[src/rtl/lfsr_gen_if.sv]
// Control and status bundle for the lfsr_gen pattern generator.
// The master drives the step/seed/measure controls; the slave (the generator) returns state and status.
interface lfsr_gen_if #(
    parameter int WIDTH = 20
);
    logic             enable;
    logic             seed_load;
    logic [WIDTH-1:0] seed;
    logic             meas_start;
    logic [WIDTH-1:0] state;
    logic             bit_out;
    logic             meas_busy;
    logic             meas_done;
    logic             meas_abort;
    logic [WIDTH-1:0] period;
    logic             lockup;

    modport master (
        output enable, seed_load, seed, meas_start,
        input  state, bit_out, meas_busy, meas_done, meas_abort, period, lockup
    );

    modport slave (
        input  enable, seed_load, seed, meas_start,
        output state, bit_out, meas_busy, meas_done, meas_abort, period, lockup
    );
endinterface

[src/rtl/lfsr_gen.sv]
// Parametrised Galois LFSR with runtime seed load and an in-hardware period-measurement FSM.
// Optional all-zero lockup recovery is enabled by defining LFSR_LOCKUP_RECOVER_EN.
module lfsr_gen #(
    parameter int               WIDTH      = 20,
    parameter logic [WIDTH-1:0] TAPS       = 20'h00008,
    parameter logic [WIDTH-1:0] RESET_SEED = 20'h00001
) (
    input  logic     clk,
    input  logic     reset,
    lfsr_gen_if.slave bus
);

    typedef enum logic [1:0] {
        ST_IDLE  = 2'd0,
        ST_COUNT = 2'd1,
        ST_DONE  = 2'd2
    } fsm_t;

    localparam logic [WIDTH-1:0] ZERO_W  = {WIDTH{1'b0}};
    localparam logic [WIDTH-1:0] ONE_W   = {{(WIDTH-1){1'b0}}, 1'b1};
    localparam logic [WIDTH:0]   ZERO_C  = {(WIDTH+1){1'b0}};
    localparam logic [WIDTH:0]   ONE_C   = {{WIDTH{1'b0}}, 1'b1};

    // Bit 0 of the tap mask never takes part: stage 0 always receives the raw feedback bit.
    function automatic logic [WIDTH-1:0] galois_step(input logic [WIDTH-1:0] s);
        logic fb;
        fb = s[WIDTH-1];
        galois_step = {s[WIDTH-2:0], fb} ^ ({TAPS[WIDTH-1:1], 1'b0} & {WIDTH{fb}});
    endfunction

    logic [WIDTH-1:0] state_r, state_nxt_s, step_s;
    logic [WIDTH-1:0] ref_state_r, ref_state_nxt_s;
    logic [WIDTH-1:0] period_r, period_nxt_s;
    logic [WIDTH:0]   cnt_r, cnt_nxt_s;
    logic             busy_r, busy_nxt_s;
    logic             done_r, done_nxt_s;
    logic             abort_r, abort_nxt_s;
    logic             lockup_r;
    logic             recover_s;
    fsm_t             fsm_r, fsm_nxt_s;

    // Lockup detection and state-register next value (seed_load beats recovery beats stepping).
    always_comb begin
        step_s = galois_step(state_r);
`ifdef LFSR_LOCKUP_RECOVER_EN
        recover_s = (state_r == ZERO_W) && bus.enable && !bus.seed_load;
`else
        recover_s = 1'b0;
`endif
        state_nxt_s = state_r;
        if (bus.seed_load) begin
            state_nxt_s = bus.seed;
        end else if (recover_s) begin
            state_nxt_s = RESET_SEED;
        end else if (bus.enable) begin
            state_nxt_s = step_s;
        end else begin
            state_nxt_s = state_r;
        end
    end

    // Period-measurement FSM: next state and registered-output next values.
    always_comb begin
        fsm_nxt_s       = fsm_r;
        cnt_nxt_s       = cnt_r;
        ref_state_nxt_s = ref_state_r;
        period_nxt_s    = period_r;
        busy_nxt_s      = busy_r;
        done_nxt_s      = 1'b0;
        abort_nxt_s     = 1'b0;
        case (fsm_r)
            ST_IDLE: begin
                if (bus.meas_start && !bus.seed_load) begin
                    ref_state_nxt_s = state_r;
                    cnt_nxt_s       = ZERO_C;
                    busy_nxt_s      = 1'b1;
                    fsm_nxt_s       = ST_COUNT;
                end else begin
                    busy_nxt_s      = 1'b0;
                end
            end
            ST_COUNT: begin
                if (bus.seed_load || recover_s) begin
                    abort_nxt_s = 1'b1;
                    busy_nxt_s  = 1'b0;
                    fsm_nxt_s   = ST_IDLE;
                end else if (bus.enable) begin
                    // The step that lands back on the reference closes the cycle.
                    if (step_s == ref_state_r) begin
                        period_nxt_s = cnt_r[WIDTH-1:0] + ONE_W;
                        done_nxt_s   = 1'b1;
                        busy_nxt_s   = 1'b0;
                        fsm_nxt_s    = ST_DONE;
                    end else begin
                        cnt_nxt_s    = cnt_r + ONE_C;
                    end
                end else begin
                    cnt_nxt_s = cnt_r;
                end
            end
            ST_DONE: begin
                busy_nxt_s = 1'b0;
                fsm_nxt_s  = ST_IDLE;
            end
            default: begin
                busy_nxt_s = 1'b0;
                fsm_nxt_s  = ST_IDLE;
            end
        endcase
    end

    // State, measurement and status registers with synchronous reset.
    always_ff @(posedge clk) begin
        if (reset) begin
            state_r     <= RESET_SEED;
            ref_state_r <= ZERO_W;
            period_r    <= ZERO_W;
            cnt_r       <= ZERO_C;
            busy_r      <= 1'b0;
            done_r      <= 1'b0;
            abort_r     <= 1'b0;
            lockup_r    <= 1'b0;
            fsm_r       <= ST_IDLE;
        end else begin
            state_r     <= state_nxt_s;
            ref_state_r <= ref_state_nxt_s;
            period_r    <= period_nxt_s;
            cnt_r       <= cnt_nxt_s;
            busy_r      <= busy_nxt_s;
            done_r      <= done_nxt_s;
            abort_r     <= abort_nxt_s;
            lockup_r    <= recover_s;
            fsm_r       <= fsm_nxt_s;
        end
    end

    assign bus.state      = state_r;
    assign bus.bit_out    = state_r[WIDTH-1];
    assign bus.meas_busy  = busy_r;
    assign bus.meas_done  = done_r;
    assign bus.meas_abort = abort_r;
    assign bus.period     = period_r;
    assign bus.lockup     = lockup_r;

endmodule

[src/flat_wrapper.sv]
// flat-port wrapper written by rule: the top's interface ports become plain ports
module lfsr_gen_flat 
#(
    parameter int               WIDTH      = 20,
    parameter logic [WIDTH-1:0] TAPS       = 20'h00008,
    parameter logic [WIDTH-1:0] RESET_SEED = 20'h00001
)
  (clk, reset, bus_enable, bus_seed_load, bus_seed, bus_meas_start, bus_state, bus_bit_out, bus_meas_busy, bus_meas_done, bus_meas_abort, bus_period, bus_lockup);
  lfsr_gen_if #(.WIDTH(WIDTH)) bus_i ();
  input  logic clk;
  input  logic reset;
  input wire logic [$bits(bus_i.enable)-1:0] bus_enable;
  input wire logic [$bits(bus_i.seed_load)-1:0] bus_seed_load;
  input wire logic [$bits(bus_i.seed)-1:0] bus_seed;
  input wire logic [$bits(bus_i.meas_start)-1:0] bus_meas_start;
  output wire logic [$bits(bus_i.state)-1:0] bus_state;
  output wire logic [$bits(bus_i.bit_out)-1:0] bus_bit_out;
  output wire logic [$bits(bus_i.meas_busy)-1:0] bus_meas_busy;
  output wire logic [$bits(bus_i.meas_done)-1:0] bus_meas_done;
  output wire logic [$bits(bus_i.meas_abort)-1:0] bus_meas_abort;
  output wire logic [$bits(bus_i.period)-1:0] bus_period;
  output wire logic [$bits(bus_i.lockup)-1:0] bus_lockup;
  assign bus_i.enable = bus_enable;
  assign bus_i.seed_load = bus_seed_load;
  assign bus_i.seed = bus_seed;
  assign bus_i.meas_start = bus_meas_start;
  assign bus_state = bus_i.state;
  assign bus_bit_out = bus_i.bit_out;
  assign bus_meas_busy = bus_i.meas_busy;
  assign bus_meas_done = bus_i.meas_done;
  assign bus_meas_abort = bus_i.meas_abort;
  assign bus_period = bus_i.period;
  assign bus_lockup = bus_i.lockup;
  lfsr_gen #(.WIDTH(WIDTH), .TAPS(TAPS), .RESET_SEED(RESET_SEED)) u_core (.clk(clk), .reset(reset), .bus(bus_i));
endmodule
[config.mk]
export PLATFORM = sky130hd
export DESIGN_NAME = lfsr_gen_flat
export DESIGN_NICKNAME = d
export VERILOG_FILES = /design/src/rtl/lfsr_gen_if.sv /design/src/rtl/lfsr_gen.sv /design/src/flat_wrapper.sv
export SDC_FILE = /design/constraint.sdc
export NUM_CORES = 1
export LEC_CHECK = 0
export CORE_AREA = 2 2 128 130
export DETAILED_ROUTE_END_ITERATION = 6
export DIE_AREA = 0 0 130 132
export GPL_TIMING_DRIVEN = 0
export HOLD_SLACK_MARGIN = 0.05
export SETUP_SLACK_MARGIN = 0.3
export SYNTH_ARGS = -nofsm -noshare
export SYNTH_HDL_FRONTEND = slang
export SYNTH_SLANG_ARGS = --single-unit
[constraint.sdc]
create_clock -name clk -period 3 [get_ports clk]
set_input_delay 0.6 -clock clk [delete_from_list [all_inputs] [get_ports clk]]
set_output_delay 0.6 -clock clk [all_outputs]
set_load 0.01 [all_outputs]
Yosys cells after proc, flatten, opt, wreduce, memory -nomap -nowiden
Cells that the tools add are included.
- flip-flop bits (word level): 86
- output and inout port bits: 45
- add/subtract/negate cells: 2
- eq/ne operators: 8
- multiplexer cells: 19
- bitwise operators: 4
- reductions and logical operators: 12
- operator list (operator ; count):
    two-way mux 21 bit ; 4
    one-hot mux 21 bit (2 select lines) ; 1
    two-way mux 20 bit ; 2
    adder 21 x 1 -> 21 bit, second input constant ; 1
    adder 20 x 1 -> 20 bit, second input constant ; 1
    == test 20 bit ; 1
    bitwise XOR 20 x 4 -> 20 bit ; 1
    two-way mux 2 bit ; 4
    two-way mux 1 bit ; 6
    inequality test 2 bit, second input constant ; 3
    AND reduction 5 bit ; 1
    one-hot mux 2 bit (2 select lines) ; 1
    AND reduction 2 bit ; 2
    AND reduction 4 bit ; 1
    nonzero test 2 bit ; 2
    OR reduction 4 bit ; 1
    inequality test 3 x 2 -> 1 bit, second input constant ; 1
    inequality test 3 bit, second input constant ; 1
    inverter 1 bit ; 3
    AND reduction 3 bit ; 1
    == test 2 x 1 -> 1 bit, second input constant ; 1
    zero test 2 bit ; 1
    inequality test 2 x 1 -> 1 bit, second input constant ; 1
    one-hot mux 1 bit (2 select lines) ; 1
    other kinds (3) ; 3

Logic depth before layout (Yosys ltp)
- depth in word-level cells: 6
- mapped depth: 8
- mapped depth without buffers: 6

Least setup slack after synthesis
OpenSTA, ideal clock, no wires.
- path kind: input to register
- start point: input bus_seed_load
- end point: register u_core.period_r[10] (netlist: u_core.bus.period[10])
- setup time: 151 ps
- arrival: 1793 ps
- data required time: 2849 ps
- setup slack: 1056 ps
- stages: 6
- path through: clkbuf_1 -> nor2_1 -> nand2_1 -> nor2_1 -> clkbuf_1 -> a311oi_2
- longest elaborated chain between the ends: 2
- RTL lines (what ; line ; text):
    start: declaration ; flat_wrapper.sv:13 ; input wire logic [$bits(bus_i.seed_load)-1:0] bus_seed_load;
    inverter 1 bit (no line) ; n/a ;
    AND reduction 4 bit (no line) ; n/a ;
    end signal: assignment ; lfsr_gen.sv:127 ; period_r <= period_nxt_s;
    end: declaration ; lfsr_gen.sv:33 ; logic [WIDTH-1:0] period_r, period_nxt_s;
No other way between the ends.
A chain may end at the register's enable or synchronous reset.

==> results.yml <==
run_status:
  status: "completed"
die:
  dieWidth_um: 130
  ios: 70
  die_h_um: 132
  core-area_sq_mm: 0.01571
  start_util_pct: 29.46
  rows: 46
  die_area_sq_mm: 0.01716
routing:
  num_vias: 4435
  met3_length_mm: 1.002
  wl_met2_mm: 6.366
  wl_met1_mm: 6.012
  ant_nets: 0
  vias_per_cell: 5.337
  totalWireLength_mm: 13.61
  drt_iter0_drc: 278
  wire_per_inst_um: 16.38
  dr.pass1.iters: 6
  drc: 0
  top_layer: "met4"
cells_and_area:
  antennaDiodeCount: 0
  drive_gt1_share_pct: 12.20
  seqCellArea_sq_mm: 0.001702
  multi_input_area_sq_mm: 0.002641
  finalNonFillerCells: 831
  layout_commonest_cell: "dfxtp_1"
  areaGrowthSynthToFinish_pct: 27.81
  fin_nets: 636
  fillCellCount: 1565
  layout_common_cells: "85 x dfxtp_1, 66 x clkdlybuf4s50_1, 59 x nand2_1"
clock_network:
  cts_tree: "built"
  ctsHoldBuffers: 0
  cts_setup_buffers: 0
  clock_latency_ns: 0.36
  htreeDepth: 3
  clockBufferDepth: 2
  cts-root-buf: "clkbuf_16"
  cts.sinks: 85
  clk_pin_slew_ns: 0.07
  numCtsBuffers: 9
  cts_resized: 2
sta:
  fin_crit_ns: 2.542
  slew_headroom_pct: 51.54
  drv_slew: 0
  fin_skew_ns: 0.01263
  layout_setup_ws_ns: 0.4576
  setup_viol: 0
  rsz0062_at_grt: "no"
  timing.hold.ws_ns: 0.4676
  fmax_mhz: 393.3
  finalHoldViolations: 0
  worst_pin_slew_ns: 0.7269
  period_share_pct: 84.75
worst_setup_path:
  reg2reg_to: "u_core.bus.period[1]"
  critPathRequiredTime_ns: 3.24
  timing.rr.start: "u_core.bus.state[14]"
  worstSetupStartpointType: "input pin"
  reg2regPathDepth: 6
  end_kind: "flop"
  worstSetupPathType: "in -> reg"
  crit_arrival_ns: 2.78
  r2r_setup_slack_ns: 0.76
  path_max_fanout: 10
place:
  dp_cells: 815
  gp_congestion: 0.8587
  place_ws_ns: -0.1621
  numPortBuffers: 66
  dp_hpwl_mm: 9.676
grt:
  grt.total_usage_pct: 16.28
  grt_max_degree: 17
  antenna_found_initial: 0
  grt-ovfl-total: 0
  grt_pass1_wl_mm: 22.17
  grt_pass1_vias: 4299
yosys:
  ys_ff_latch: 85
  synth_area_per_cell_sq_um: 8.686
  syn-instance-count: 533
  synth_top_area_cell: "dfxtp_1"
  synth_top_cell_area_share_pct: 36.76
  async_flop_share_pct: 0
  seq_area_frac_synth_pct: 36.76
  synthTopCellsByArea: "dfxtp_1 37%, a311oi_2 5.8%, nand2_1 4.8%"
  synth_nets: 559
  netlist_area_sq_mm: 0.004629
  synth_flop_cell: "dfxtp_1"
  yosysUniqueCellTypes: 55
  yosysWarningCount: 0
  synth-edff-count: 0
job:
  maxCapViolCount: 0
hold_path:
  hold_start: "u_core.ref_state_r[5]"
  hold_class: "reg -> reg"
  hold_depth: 2
  min_to: "u_core.ref_state_r[5]"
pwr:
  finalPower_w: 0.002888
  p_per_area_mw_per_mm2: 488.1
  ir_drop_v: 0.0002652
  p_leak_nw: 2.162
## logic make-up after synthesis
| logic type | count (synthesis) | share of synthesized area (%) |
|---|---|---|
| DFF | 85 | 36.76 |
| AOI/OAI and AO/OA | 126 | 21.00 |
| adders and majority gates | 1 | 0.2702 |
| and+or+nand+nor | 206 | 23.70 |
| muxes | 22 | 4.811 |
| other | 1 | 0.08100 |
| xor gates and xnor gates | 38 | 7.189 |
| buffers and inverters | 54 | 6.190 |
## per-layer routing
metal	vias to the layer above	global-route usage (%)
met5	-	0
met2	193	26.47
li1	2109	-
met3	20	4.343
met1	2113	20.67
met4	0	5.675
## layout make-up
class | instances | area share [%]
Multi-Input combinational cell | 394 | 44.64
Tap cell | 216 | 4.568
Buffer | 52 | 4.779
Clock buffer | 9 | 3.806
Inverter | 2 | 0.1269
Clock inverter | 7 | 2.157
Sequential cell | 85 | 28.76
Timing Repair Buffer | 66 | 11.17
## through the flow
step	util, %	area [sq um]	setup TNS [ns]
after floorplan	-	4629	0
after global placement	35.39	5560	-1.948
after detailed placement	35.39	5560	-3.050
after CTS	37.65	5916	0
after global routing	37.66	5917	0
final	37.66	5917	0
## registers in the layout, summed over array words and instances (netlist names)
signal                 flops
u_core.bus.state          20
u_core.cnt_r              20
u_core.bus.meas_abort      1
u_core.bus.meas_busy       1
u_core.bus.period         20
u_core.ref_state_r        20
u_core.fsm_r               2
u_core.bus.meas_done       1
## synthesized netlist by cell type, drive strengths merged, types with 6 or more instances
master / n
buf: 28
or3: 15
dfxtp: 85
nand2: 59
xnor2: 13
a32oi: 7
clkbuf: 24
nor4: 7
and3: 18
nor2: 53
nand4: 7
mux2i: 20
a311oi: 19
xor2: 25
a31oi: 22
a21oi: 43
a211o: 6
o211ai: 9
nand3: 26
## report_power, final
group	switching (W)	internal, W
Sequential	0.0000342	0.00115
Combinational	0.000212	0.000140
Clock	0.000519	0.000829
Total	0.000765	0.00212
## worst max-delay path, stage by stage
cell	delay, ns
clkdlybuf4s50_1	0.48
clkbuf_1	0.40
inv_1	0.15
clkbuf_1	0.29
clkbuf_1	0.34
nand3_1	0.17
nand2_1	0.06
a211o_1	0.27
## worst max path at each step
stage,start,endpoint,slack (ns),cells after the start
2_1_floorplan,bus_seed_load,u_core.bus.period[10],1.06,6
3_3_place_gp,reset,u_core.bus.state[19],-0.12,6
3_5_place_dp,reset,u_core.bus.state[2],-0.16,6
4_1_cts,reset,u_core.bus.period[1],0.45,6
5_1_grt,reset,u_core.bus.state[10],0.31,6
6_report,reset,u_core.cnt_r[18],0.46,8
Power figures use the tool's default switching activity.
